<file path="src/rtl/pixel_compositor_pkg.sv">
// Shared definitions for the video path: screen and sprite geometry, colour
// format, the transparent colour key, game state encodings used by the scan
// stage and game FSM, and the compositor's own state and pipeline tag types.
package pixel_compositor_pkg;

    localparam int SCR_W = 160;
    localparam int SCR_H = 120;
    localparam int SPR_W = 32;
    localparam int SPR_H = 32;
    localparam int CW    = 9;

    localparam logic [CW-1:0] KEY = 9'h1FF;

    typedef enum logic [2:0] {
        Start,
        Game,
        Game_Hit,
        Game_Miss,
        GameEnd
    } game_state_t;

    typedef enum logic [1:0] {
        IDLE,
        DRAW,
        FLUSH
    } comp_state_t;

    // Per-pixel information carried alongside the ROM reads.
    typedef struct packed {
        logic       vld;
        logic [7:0] x;
        logic [6:0] y;
        logic       hit;
    } pix_tag_t;

endpackage

</file>
<file path="src/rtl/pixel_compositor_delay_pipe.sv">
// Fixed-depth shift register with asynchronous active-low clear.
// Ports:
//   clock, resetn : clock and async active-low clear
//   i_d           : data entering stage 0
//   o_q           : data leaving the last stage (DEPTH cycles later)
module pixel_compositor_delay_pipe #(
    parameter int DEPTH = 2,
    parameter int W     = 1
) (
    input  logic         clock,
    input  logic         resetn,
    input  logic [W-1:0] i_d,
    output logic [W-1:0] o_q
);

    logic [DEPTH-1:0][W-1:0] r_pipe;

    always_ff @(posedge clock or negedge resetn) begin
        if (!resetn) begin
            r_pipe <= '0;
        end else begin
            r_pipe[0] <= i_d;
            for (int i = 1; i < DEPTH; i++) begin
                r_pipe[i] <= r_pipe[i-1];
            end
        end
    end

    assign o_q = r_pipe[DEPTH-1];

endmodule

</file>
<file path="src/rtl/pixel_compositor.sv">
// Composites one colour-keyed mole sprite over the background pixel stream
// and drives the VGA adapter plot interface for a 160x120 frame.
// Ports:
//   clock, resetn         : clock, async active-low reset
//   pix_valid/x/y         : background stream pixel (bg ROM already addressed)
//   scan_done             : pulse from scan stage after its last pixel
//   bg_colour             : background ROM data, ROM_LAT cycles after pix_valid
//   mole_x/y/show         : sprite position and enable, latched at frame start
//   spr_address/colour    : sprite ROM address out, data back ROM_LAT later
//   vga_x/y/colour/plot   : VGA adapter plot interface
//   frame_done            : pulse one cycle after the last plot of a frame
//   busy                  : frame in flight
module pixel_compositor
    import pixel_compositor_pkg::*;
#(
    parameter int ROM_LAT = 1
) (
    input  logic          clock,
    input  logic          resetn,
    input  logic          pix_valid,
    input  logic [7:0]    pix_x,
    input  logic [7:0]    pix_y,
    input  logic          scan_done,
    input  logic [CW-1:0] bg_colour,
    input  logic [7:0]    mole_x,
    input  logic [7:0]    mole_y,
    input  logic          mole_show,
    output logic [9:0]    spr_address,
    input  logic [CW-1:0] spr_colour,
    output logic [7:0]    vga_x,
    output logic [6:0]    vga_y,
    output logic [CW-1:0] vga_colour,
    output logic          vga_plot,
    output logic          frame_done,
    output logic          busy
);

    comp_state_t   r_state, w_next;
    logic [1:0]    r_cnt;
    logic          w_flush_end;
    logic          r_frame_done;

    logic [7:0]    r_sx, r_sy;
    logic          r_show;
    logic [7:0]    w_sx, w_sy;
    logic          w_show;
    logic          w_start;

    logic [8:0]    w_x9, w_y9, w_sx9, w_sy9;
    logic          w_onscr, w_hit;
    logic [4:0]    w_dx, w_dy;
    logic [9:0]    r_spr_addr;
    logic [CW-1:0] r_bg;
    pix_tag_t      w_tag_in, w_tag_out;

    // ---------------- frame FSM ----------------
    always_ff @(posedge clock or negedge resetn) begin
        if (!resetn) r_state <= IDLE;
        else         r_state <= w_next;
    end

    always_comb begin
        w_next = r_state;
        case (r_state)
            IDLE:    if (pix_valid)   w_next = DRAW;
            DRAW:    if (scan_done)   w_next = FLUSH;
            FLUSH:   if (w_flush_end) w_next = IDLE;
            default: w_next = IDLE;
        endcase
    end

    always_comb begin
        busy        = (r_state != IDLE);
        w_start     = (r_state == IDLE) && pix_valid;
        // FLUSH spans ROM_LAT+1 cycles, i.e. until the last pixel has plotted.
        w_flush_end = (r_state == FLUSH) && (r_cnt == 2'(ROM_LAT));
    end

    always_ff @(posedge clock or negedge resetn) begin
        if (!resetn) begin
            r_cnt        <= 2'd0;
            r_frame_done <= 1'b0;
        end else begin
            r_cnt        <= (r_state == FLUSH) ? r_cnt + 2'd1 : 2'd0;
            r_frame_done <= w_flush_end;
        end
    end

    assign frame_done = r_frame_done;

    // ---------------- sprite latch ----------------
    // The first pixel of a frame must already see the new sprite position,
    // so in IDLE the live inputs are used directly.
    assign w_sx   = (r_state == IDLE) ? mole_x    : r_sx;
    assign w_sy   = (r_state == IDLE) ? mole_y    : r_sy;
    assign w_show = (r_state == IDLE) ? mole_show : r_show;

    always_ff @(posedge clock or negedge resetn) begin
        if (!resetn) begin
            r_sx   <= '0;
            r_sy   <= '0;
            r_show <= 1'b0;
        end else if (w_start) begin
            r_sx   <= mole_x;
            r_sy   <= mole_y;
            r_show <= mole_show;
        end
    end

    // ---------------- stage 0: hit test and sprite address ----------------
    // 9-bit compares so a sprite near the right/bottom edge clips rather than wraps.
    assign w_x9  = {1'b0, pix_x};
    assign w_y9  = {1'b0, pix_y};
    assign w_sx9 = {1'b0, w_sx};
    assign w_sy9 = {1'b0, w_sy};

    assign w_onscr = pix_valid && (pix_x < 8'(SCR_W)) && (pix_y < 8'(SCR_H));
    assign w_hit   = pix_valid && w_show
                  && (w_x9 >= w_sx9) && (w_x9 < w_sx9 + 9'(SPR_W))
                  && (w_y9 >= w_sy9) && (w_y9 < w_sy9 + 9'(SPR_H));

    // With a 32-pixel-wide sprite, dy*SPR_W+dx is just {dy,dx}.
    assign w_dx = pix_x[4:0] - w_sx[4:0];
    assign w_dy = pix_y[4:0] - w_sy[4:0];

    always_ff @(posedge clock or negedge resetn) begin
        if (!resetn)    r_spr_addr <= '0;
        else if (w_hit) r_spr_addr <= {w_dy, w_dx};
    end

    assign spr_address = r_spr_addr;

    // ---------------- alignment pipeline ----------------
    assign w_tag_in = '{vld: w_onscr, x: pix_x, y: pix_y[6:0], hit: w_hit};

    pixel_compositor_delay_pipe #(
        .DEPTH (ROM_LAT + 1),
        .W     ($bits(pix_tag_t))
    ) u_tag_pipe (
        .clock  (clock),
        .resetn (resetn),
        .i_d    (w_tag_in),
        .o_q    (w_tag_out)
    );

    // Background data arrives one cycle ahead of sprite data (the sprite
    // address is itself registered), so one register lines them up.
    always_ff @(posedge clock or negedge resetn) begin
        if (!resetn) r_bg <= '0;
        else         r_bg <= bg_colour;
    end

    // ---------------- output stage ----------------
    assign vga_plot   = w_tag_out.vld;
    assign vga_x      = w_tag_out.x;
    assign vga_y      = w_tag_out.y;
    assign vga_colour = (w_tag_out.hit && (spr_colour != KEY)) ? spr_colour : r_bg;

endmodule

</file>
<file path="config.mk">
export PLATFORM = sky130hd
export DESIGN_NAME = pixel_compositor
export DESIGN_NICKNAME = d
export VERILOG_FILES = /design/src/rtl/pixel_compositor_pkg.sv /design/src/rtl/pixel_compositor_delay_pipe.sv /design/src/rtl/pixel_compositor.sv
export SDC_FILE = /design/constraint.sdc
export NUM_CORES = 1
export LEC_CHECK = 0
export CAP_MARGIN = 20
export CORE_UTILIZATION = 40
export CTS_BUF_LIST = sky130_fd_sc_hd__clkbuf_8
export DETAILED_ROUTE_END_ITERATION = 12
export PLACE_DENSITY_LB_ADDON = 0.3
export SLEW_MARGIN = 40
export SYNTH_ARGS = -nofsm -noshare
export SYNTH_HDL_FRONTEND = slang
export SYNTH_HIERARCHICAL = 1
export SYNTH_SLANG_ARGS = --single-unit
</file>
<file path="constraint.sdc">
create_clock -name clock -period 4.1 [get_ports clock]
set_input_delay 0.41 -clock clock [delete_from_list [all_inputs] [get_ports clock]]
set_output_delay 0.41 -clock clock [all_outputs]
set_load 0.005 [all_outputs]
</file>
==> results of run 1 <==
worst max-delay path by stage:
stage | endpoint | cells past startpoint
after global routing | spr_address[3]$_DFFE_PN0P_ | 12
after CTS | spr_address[3]$_DFFE_PN0P_ | 12
after global placement | spr_address[3]$_DFFE_PN0P_ | 13
after floorplan | spr_address[2]$_DFFE_PN0P_ | 15
final | spr_address[3]$_DFFE_PN0P_ | 12
after detailed placement | spr_address[3]$_DFFE_PN0P_ | 13
cells in the mapped netlist (all sizes together) (2+ instances only):
library cell,number,area (um2)
mux2,36,428
and2,2,12.5
or3b,2,20.0
nor2b,4,25.0
xnor2,3,26.3
fa,2,40.0
a21oi,6,30.0
nor2,11,41.3
a21o,4,30.0
o22ai,2,18.8
nand3,4,25.0
nand4,3,18.8
nand3b,2,15.0
dfrtp,75,1880
xor2,4,35.0
o211ai,4,30.0
o21ai,7,35.0
mux2i,13,130
inv,20,75.1
ha,25,313
nand2,7,26.3
buf,23,170
a22oi,2,33.8
where the power goes:
group          internal, mW  switching [mW]  total (mW)
Combinational         0.760           0.630        1.39
Clock                 0.236           0.283       0.519
Sequential            0.908           0.113        1.02
Total                  1.90            1.03        2.93
cells by family (layout without fill, tap and decap cells):
logic type | after synthesis | count (layout)
DFF | 75 | 75
muxes | 49 | 49
buffers and inverters | 43 | 128
and+or+nand+nor | 42 | 42
AOI/OAI and AO/OA | 35 | 35
adders and majority gates | 27 | 27
xor gates and xnor gates | 7 | 7
sequential cells by signal, summed over array words and instances, names as in the netlist:
name               count
u_tag_pipe/o_q        17
u_tag_pipe/r_pipe     17
spr_address           10
r_bg                   9
r_sx                   8
r_sy                   8
r_cnt                  2
r_state                2
frame_done             1
r_show                 1
per-layer routing:
| metal | global-route usage | wire length, um | vias to the layer above |
|---|---|---|---|
| met2 | 0.232 | 3000 | 75 |
| met5 | 0 | 0 | - |
| li1 | - | - | 1117 |
| met3 | 0.0496 | 373 | 10 |
| met4 | 0.0620 | 114 | 0 |
| met1 | 0.214 | 3250 | 1120 |
final cells by class:
cell class,instances,area share
tap,108,0.0288
multi-input combinational,160,0.321
timing repair buffer,92,0.196
clock inverter,6,0.00880
clock buffer,10,0.0293
sequential,75,0.400
inverter,20,0.0160
critical path: stages, from the launching register on:
cell and delay (ps):
dfrtp_1 500, nor2_1 140, buf_4 280, mux2_2 370, ha_1 190, inv_1 70
fa_1 190, a21o_1 140, a211oi_1 80, o31a_1 280, a2111oi_4 330, nand3_2 350
mux2_1 420
layout by cell type (no fill, tap or decap), types with 2 or more instances in the layout:
cell type / instances
mux2i_1: 13
fa_1: 2
a21oi_1: 6
nor2b_1: 4
clkinvlp_4: 2
nor2_1: 11
xnor2_1: 3
xor2_1: 4
clkbuf_8: 10
o21ai_0: 6
clkdlybuf4s50_1: 90
nand4_1: 3
inv_1: 21
a21o_1: 4
nand3_1: 3
nand2_1: 7
mux2_2: 29
dfrtp_1: 75
nand3b_1: 2
ha_1: 25
o211ai_1: 4
mux2_4: 6
metrics by stage:
step / setup slack (ps) / hold slack [ps] / cell area (um2) / total power, mW / util
floorplan: 724 / 114 / 3620 / 2.02 / -
global placement: 589 / 333 / 4510 / 2.39 / 0.514
detailed placement: 553 / 335 / 4510 / 2.43 / 0.515
CTS: 609 / 91.7 / 4690 / 2.96 / 0.535
global route: 314 / 117 / 4690 / 3.18 / 0.535
finish: 627 / 67.4 / 4690 / 2.93 / 0.535
==> results.json, run 1 <==
{
  "groute.usage.overall": 0.157,
  "synthesis.yosys.warnings": 6,
  "clkLatencyLatePin_ps": 350,
  "r2r_start": "r_state[1]$_DFFE_PN0P_",
  "core_area_um2": 8760,
  "synth_seq_area_share": 0.518,
  "area_occupied_by_multi_input_gates_um2": 1500,
  "post_drt_via_cell_ratio": 4.93,
  "fill_cells": 783,
  "grt_max_degree": 76,
  "floorplan.initialDensity": 0.414,
  "synthesis.area_um2": 3620,
  "combinational_family_with_the_most_area_after_synthesis": "multiplexers",
  "worst_pin_slew_ps": 732,
  "power.leakage_nw": 2.13,
  "setup_total_negative_slack_ps": 0,
  "place.port_buffers": 91,
  "drt_drc_violations_left": 0,
  "timing.fmax_mhz": 288,
  "grt_setup_unrepaired": "no",
  "dpl.hpwl_um": 5060,
  "area_delta_synth_final_pct": 29.4,
  "critical_path_rt_ps": 4340,
  "postSynth.asyncResetShare": 1.00,
  "syn-mean-instance-area_um2": 13.0,
  "place.detailed.instances": 455,
  "post_cts_buffers": 0,
  "timing.reg2reg.worst_path_depth": 12,
  "hold_viol": 0,
  "power.density_nw_per_um2": 625,
  "synth_fa_ha_area_frac": 0.0973,
  "post_synth_edffs": 0,
  "tritoncts": "done",
  "syn_inst": 278,
  "synth-compound-area-share": 0.0790,
  "cap_viol_max_count": 0,
  "cp-end-kind": "register",
  "timing.critical_path.from": "r_state[1]$_DFFE_PN0P_",
  "slew_limit_headroom": 0.509,
  "seq_area_um2": 1880,
  "clockBufferDepth": 2,
  "detail-route-antenna-nets": 0,
  "synthSimpleGateAreaFrac": 0.0673,
  "route.vias.total": 2322,
  "finalSetupViolCount": 0,
  "row_count": 34,
  "synth.area.mux_share": 0.154,
  "timing_max_transition_violations_final": 0,
  "stdcell_count": 471,
  "gp_routability_congestion": 0.823,
  "worst-setup-path-type": "register to register",
  "ios": 92,
  "nNetsFinal": 440,
  "cts.reportedPaths.clkPinSlew_ps": 80,
  "die_height_um": 97.2,
  "post_cts_hold_buffer_count": 0,
  "grt_overflow": 0,
  "htreeDepth": 3,
  "wl_per_cell_um": 14.3,
  "regToRegEndpoint": "spr_address[3]$_DFFE_PN0P_",
  "irDropWorstVdd_mv": 0.278,
  "cts_num_sinks": 75,
  "crit_path_max_fanout": 17,
  "run_status": "complete, no violations",
  "synth_seq_cells": 75,
  "post_cts_resized": 0,
  "layout-drive-gt1-share": 0.165,
  "synth-xor-area-share": 0.0169,
  "postSynthNetCount": 360,
  "root_buffer": "clkbuf_8",
  "reg2reg_setup_slack_ps": 630,
  "cts_buffers": 9,
  "die-width_um": 97.2,
  "first_pass_grt_wire_length_um": 11500,
  "die_area_um2": 9450,
  "synth_top_flop_cell": "dfrtp_1",
  "wl_um": 6740,
  "drt-initial-drc-count": 34,
  "post-route-min-period_ps": 3470,
  "inserted_diodes": 0,
  "finalCritPeriodShare": 0.847,
  "critPathArrivalTime_ps": 3710,
  "worst_hold_path_type": "input pin to asynchronous set/reset pin",
  "dr.pass1.iters": 4,
  "worstSetupStartpointType": "register",
  "grt_antenna_before_repair": 0,
  "synth.distinct_cells": 49,
  "first_global_vias": 2401,
  "skew_ps": 7.85
}
Note: power is estimated with default switching activity, not from simulation.
==> run 2, diff against run 1 <==
==> constraint.sdc (replaced) <==
create_clock -name clock -period 3.4 [get_ports clock]
set_input_delay 0.34 -clock clock [delete_from_list [all_inputs] [get_ports clock]]
set_output_delay 0.34 -clock clock [all_outputs]
set_load 0.005 [all_outputs]
==> run 2 against run 1 <==
- worst hold slack got worse by 52 ps
- global-route usage decreased by 0.40 points
- maximum frequency is 8.3% higher
- design area increased by 1.8%
- final cell count rose by 1.1%
- core utilization grew 0.99 points
- via count up 0.65%
- non-clock buffer count grew 5
- routed wire length fell by 1.2%
- combinational power grew 25%
- sequential share of layout area is 0.72 points lower
- critical endpoint unchanged
- largest power group unchanged
==> results.json, run 2 (synthesis results as in run 1) <==
{
  "wl_um": 6660,
  "critical_path_rt_ps": 3620,
  "clock_group_share_of_total_power": 0.202,
  "inserted_diodes": 0,
  "fill_cells": 779,
  "run_status": "complete, no violations",
  "irDropWorstVdd_mv": 0.303,
  "worst_hold_path_type": "input pin to asynchronous set/reset pin",
  "crit_path_max_fanout": 10,
  "nNetsFinal": 445,
  "cts_num_sinks": 75,
  "place.detailed.instances": 460,
  "area_delta_synth_final_pct": 31.8,
  "first_global_vias": 2349,
  "route.vias.total": 2337,
  "placed_area_um2": 4550,
  "timing.fmax_mhz": 312,
  "first_pass_grt_wire_length_um": 11300,
  "cts_buffers": 9,
  "cellInternalPower_mw": 2.46,
  "power.density_nw_per_um2": 776,
  "post_drt_via_cell_ratio": 4.91,
  "wl_per_cell_um": 14.0,
  "dpl.hpwl_um": 5010,
  "stdcell_count": 476,
  "post-route-min-period_ps": 3210,
  "worst-setup-path-type": "register to register",
  "htreeDepth": 3,
  "detail-route-antenna-nets": 0,
  "core_area_um2": 8760,
  "slew_limit_headroom": 0.503,
  "floorplan.initialDensity": 0.414,
  "drt-initial-drc-count": 51,
  "layout-drive-gt1-share": 0.179,
  "row_count": 34,
  "die-width_um": 97.2,
  "grt_setup_unrepaired": "no",
  "ios": 92,
  "finalCritPeriodShare": 0.943,
  "groute.usage.overall": 0.153,
  "postLayoutCellArea_um2": 4780,
  "power.leakage_nw": 2.17,
  "cts.reportedPaths.clkPinSlew_ps": 80,
  "grt_max_degree": 76,
  "place.port_buffers": 91,
  "gp_routability_congestion": 0.807,
  "tritoncts": "done",
  "cap_viol_max_count": 0,
  "combPwrFrac": 0.470,
  "post_cts_buffers": 0,
  "worst_pin_slew_ps": 740,
  "worst_setup_slack_after_layout_ps": 193,
  "switching_share": 0.336,
  "detailedPlace.worstSlack_ps": -73.6,
  "clkLatencyLatePin_ps": 340,
  "worstSetupStartpointType": "register",
  "grt_overflow": 0,
  "setup_total_negative_slack_ps": 0,
  "die_area_um2": 9450,
  "die_height_um": 97.2,
  "grt_antenna_before_repair": 0,
  "clockBufferDepth": 2,
  "critPathArrivalTime_ps": 3420,
  "finalSetupViolCount": 0,
  "skew_ps": 9.29,
  "pwr-share-seq": 0.328,
  "timing.hold.ws_ps": 15.3,
  "dr.pass1.iters": 4,
  "timing_max_transition_violations_final": 0,
  "final_common_cell": "clkdlybuf4s50_1",
  "drt_drc_violations_left": 0,
  "root_buffer": "clkbuf_8",
  "cp-end-kind": "register",
  "layout_common_cells": "90 x clkdlybuf4s50_1, 75 x dfrtp_1, 29 x mux2_2, 25 x ha_1, 21 x inv_1",
  "hold_viol": 0,
  "net-switching-power_mw": 1.24
}
run 2: final timing paths:
| kind | slack (ps) | cells past startpoint | to | from |
|---|---|---|---|---|
| min in group clock | 350 | 0 | u_tag_pipe/o_q[15]$_DFF_PN0_ | u_tag_pipe/r_pipe[15]$_DFF_PN0_ |
| setup reg to reg | 190 | 11 | spr_address[3]$_DFFE_PN0P_ | r_state[1]$_DFFE_PN0P_ |
| setup / recovery | 190 | 11 | spr_address[3]$_DFFE_PN0P_ | r_state[1]$_DFFE_PN0P_ |
| hold / removal | 20 | 1 | u_tag_pipe/o_q[1]$_DFF_PN0_ | resetn |
| max in group asynchronous | 2920 | 1 | r_sx[4]$_DFFE_PN0P_ | resetn |
| hold reg to reg | 350 | 0 | u_tag_pipe/o_q[15]$_DFF_PN0_ | u_tag_pipe/r_pipe[15]$_DFF_PN0_ |
run 2: cell type report:
class,count,area [um2],area share
clock inverters,7,92.6,0.0194
multi-input cells,160,1520,0.317
inverters,20,75.1,0.0157
flip-flops and latches,75,1880,0.393
repair buffers,97,957,0.200
well taps,108,135,0.0283
clock buffers,9,124,0.0259
run 2: what timing repair did:
action	in CTS	in global routing
setup endpoints to repair	0	9
gates resized for setup	0	2
hold buffers	0	0
run 2: stage by stage:
| stage | power, mW | util |
|---|---|---|
| final | 3.71 | 0.545 |
| after global routing | 4.01 | 0.545 |
| after CTS | 3.74 | 0.544 |
| after detailed placement | 2.98 | 0.519 |
| after global placement | 2.92 | 0.518 |
| after floorplan | 2.44 | - |
run 2: power by group through the flow:
stage	logic [mW]	registers, mW	clock network (mW)
finish	1.74	1.22	0.747
global route	1.96	1.24	0.814
CTS	1.75	1.21	0.775
detailed placement	1.74	1.23	0
global placement	1.69	1.23	0
floorplan	1.25	1.20	0
run 2: layer usage:
metal  GRT usage  up-vias  routed length (um)
met5           0        -                   0
met4      0.0586        0                  52
met3      0.0432        4                 456
met2       0.229       80                2990
met1       0.210     1124                3160
li1            -     1129                   -
run 2: worst max-delay path, cell delays in order, from the launching register on:
cell and delay [ps]:
dfrtp_1 460, nor2_1 180, buf_4 210, mux2_2 380, inv_1 60, ha_1 230, nor2b_1 150, o211ai_1 210
nand3_1 180, a2111oi_4 420, nand3_4 240, mux2_1 370
==> run 3, diff against run 2 <==
--- a/config.mk
+++ b/config.mk
@@ -9,7 +9,7 @@
 export CORE_UTILIZATION = 40
 export CTS_BUF_LIST = sky130_fd_sc_hd__clkbuf_8
 export DETAILED_ROUTE_END_ITERATION = 12
-export PLACE_DENSITY_LB_ADDON = 0.3
+export PLACE_DENSITY = 0.67
 export SLEW_MARGIN = 40
 export SYNTH_ARGS = -nofsm -noshare
 export SYNTH_HDL_FRONTEND = slang
==> run 3 against run 2 <==
- the flow now finishes with violations (hold timing)
- critical path depth up 1
- highest routed layer unchanged
- sequential share of layout area decreased by 0.29 points
- maximum frequency up 2.5%
- worst hold slack got worse by 17 ps
==> results.json, run 3 (synthesis results as in run 1) <==
{
  "gp_routability_congestion": 0.832,
  "place.port_buffers": 91,
  "worst-setup-path-type": "register to register",
  "critical_path.slowest_cell": "dfrtp_1",
  "wl_per_cell_um": 14.8,
  "fill_cells": 770,
  "cp.buffers_inverters": 2,
  "die_area_um2": 9450,
  "cts_num_sinks": 75,
  "htreeDepth": 3,
  "ios": 92,
  "grt_setup_unrepaired": "no",
  "root_buffer": "clkbuf_8",
  "timing_max_transition_violations_final": 0,
  "power.leakage_nw": 2.19,
  "max_stage_delay_ps": 390,
  "run_status": "finished, violations left",
  "area_delta_synth_final_pct": 32.7,
  "placed_area_um2": 4560,
  "timing.fmax_mhz": 319,
  "clkLatencyLatePin_ps": 350,
  "total_power_mw": 3.82,
  "hold_viol": 1,
  "die_height_um": 97.2,
  "dpl.hpwl_um": 5300,
  "worst_setup_slack_after_layout_ps": 270,
  "cts.reportedPaths.clkPinSlew_ps": 80,
  "postLayoutCellArea_um2": 4810,
  "first_global_vias": 2450,
  "die-width_um": 97.2,
  "cts_buffers": 9,
  "cp_delay_by_family_top": "compound AO/OA/AOI/OAI gates",
  "worst_hold_path_type": "input pin to asynchronous set/reset pin",
  "drt-initial-drc-count": 43,
  "detailedPlace.worstSlack_ps": -63.1,
  "cap_viol_max_count": 0,
  "grt_max_degree": 76,
  "floorplan.initialDensity": 0.414,
  "cp-end-kind": "register",
  "row_count": 34,
  "slew_limit_headroom": 0.550,
  "setup_total_negative_slack_ps": 0,
  "path_cells": "nor2_2 -> buf_12 -> mux2_2 -> ha_1 -> inv_1 -> fa_1 -> a21o_1 -> a211oi_1 -> o31a_1 -> a2111oi_4 -> nand3_4 -> mux2_1",
  "finalCritPeriodShare": 0.921,
  "inserted_diodes": 0,
  "layout_common_cells": "90 x clkdlybuf4s50_1, 75 x dfrtp_1, 29 x mux2_2, 25 x ha_1, 20 x inv_1",
  "irDropWorstVdd_mv": 0.343,
  "finalSetupViolCount": 0,
  "worstSetupStartpointType": "register",
  "first_pass_grt_wire_length_um": 12000,
  "dr.pass1.iters": 4,
  "grt_overflow": 0,
  "post_drt_via_cell_ratio": 4.92,
  "layout-drive-gt1-share": 0.182,
  "drt_drc_violations_left": 0,
  "tritoncts": "done",
  "route.vias.total": 2344,
  "timing.hold.ws_ps": -1.19,
  "power.density_nw_per_um2": 794,
  "critical_path_rt_ps": 3640,
  "final_common_cell": "clkdlybuf4s50_1",
  "skew_ps": 9.98,
  "post-route-min-period_ps": 3130,
  "worst_pin_slew_ps": 674,
  "grt_antenna_before_repair": 0,
  "crit_path_max_fanout": 10,
  "critPathArrivalTime_ps": 3370,
  "violations": "hold timing",
  "core_area_um2": 8760,
  "detail-route-antenna-nets": 0,
  "nNetsFinal": 445,
  "clockBufferDepth": 2,
  "wl_um": 7050,
  "groute.usage.overall": 0.162
}
## run 3: path summary, 6_finish.rpt
check,from,slack [ps],end,cells past startpoint
min in group clock,u_tag_pipe/r_pipe[12]$_DFF_PN0_,350,u_tag_pipe/o_q[12]$_DFF_PN0_,0
setup / recovery,r_state[1]$_DFFE_PN0P_,270,spr_address[3]$_DFFE_PN0P_,12
setup reg to reg,r_state[1]$_DFFE_PN0P_,270,spr_address[3]$_DFFE_PN0P_,12
max in group asynchronous,resetn,2930,spr_address[2]$_DFFE_PN0P_,1
hold reg to reg,u_tag_pipe/r_pipe[12]$_DFF_PN0_,350,u_tag_pipe/o_q[12]$_DFF_PN0_,0
hold / removal,resetn,-1,u_tag_pipe/o_q[3]$_DFF_PN0_,1
## run 3: worst reg2reg max path, cell delays in order, from the launching register on
cell	delay, ps
dfrtp_1	390
nor2_2	180
buf_12	160
mux2_2	340
ha_1	200
inv_1	70
fa_1	210
a21o_1	140
a211oi_1	80
o31a_1	280
a2111oi_4	370
nand3_4	240
mux2_1	360
## run 3: power breakdown
| part | switching (mW) | leakage [nW] | internal, mW | total (mW) |
|---|---|---|---|---|
| Combinational | 0.835 | 1.17 | 0.964 | 1.80 |
| Sequential | 0.100 | 0.894 | 1.10 | 1.20 |
| Clock | 0.338 | 0.119 | 0.486 | 0.824 |
## run 3: repair_timing
| item | CTS | global route |
|---|---|---|
| hold endpoints to repair | 0 | 0 |
| hold buffers | 0 | 0 |
| setup endpoints to repair | 0 | 9 |
| resized for setup | 0 | 2 |
| buffers inserted | 0 | 0 |
## run 3: area by class of cell
type,instances,area (um2),area share
flip-flops and latches,75,1880,0.390
repair buffers,97,970,0.202
clock inverters,7,116,0.0242
inverters,20,75.1,0.0156
clock buffers,9,124,0.0257
multi-input cells,160,1510,0.315
well taps,108,135,0.0281
## run 3: stage by stage
step | utilization | std cells | hold WS [ps]
3_5_place_dp | 0.520 | 460 | 335
3_3_place_gp | 0.520 | 460 | 332
2_1_floorplan | - | 278 | 44.4
5_1_grt | 0.549 | 476 | 64.0
4_1_cts | 0.548 | 476 | 37.9
6_report | 0.549 | 476 | -1.19
## run 3: per-layer routing
| layer | part of all wire | track usage |
|---|---|---|
| met1 | 0.47 | 0.222 |
| met3 | 0.046 | 0.0281 |
| met4 | 0.013 | 0.0723 |
| met5 | 0 | 0 |
| met2 | 0.47 | 0.250 |
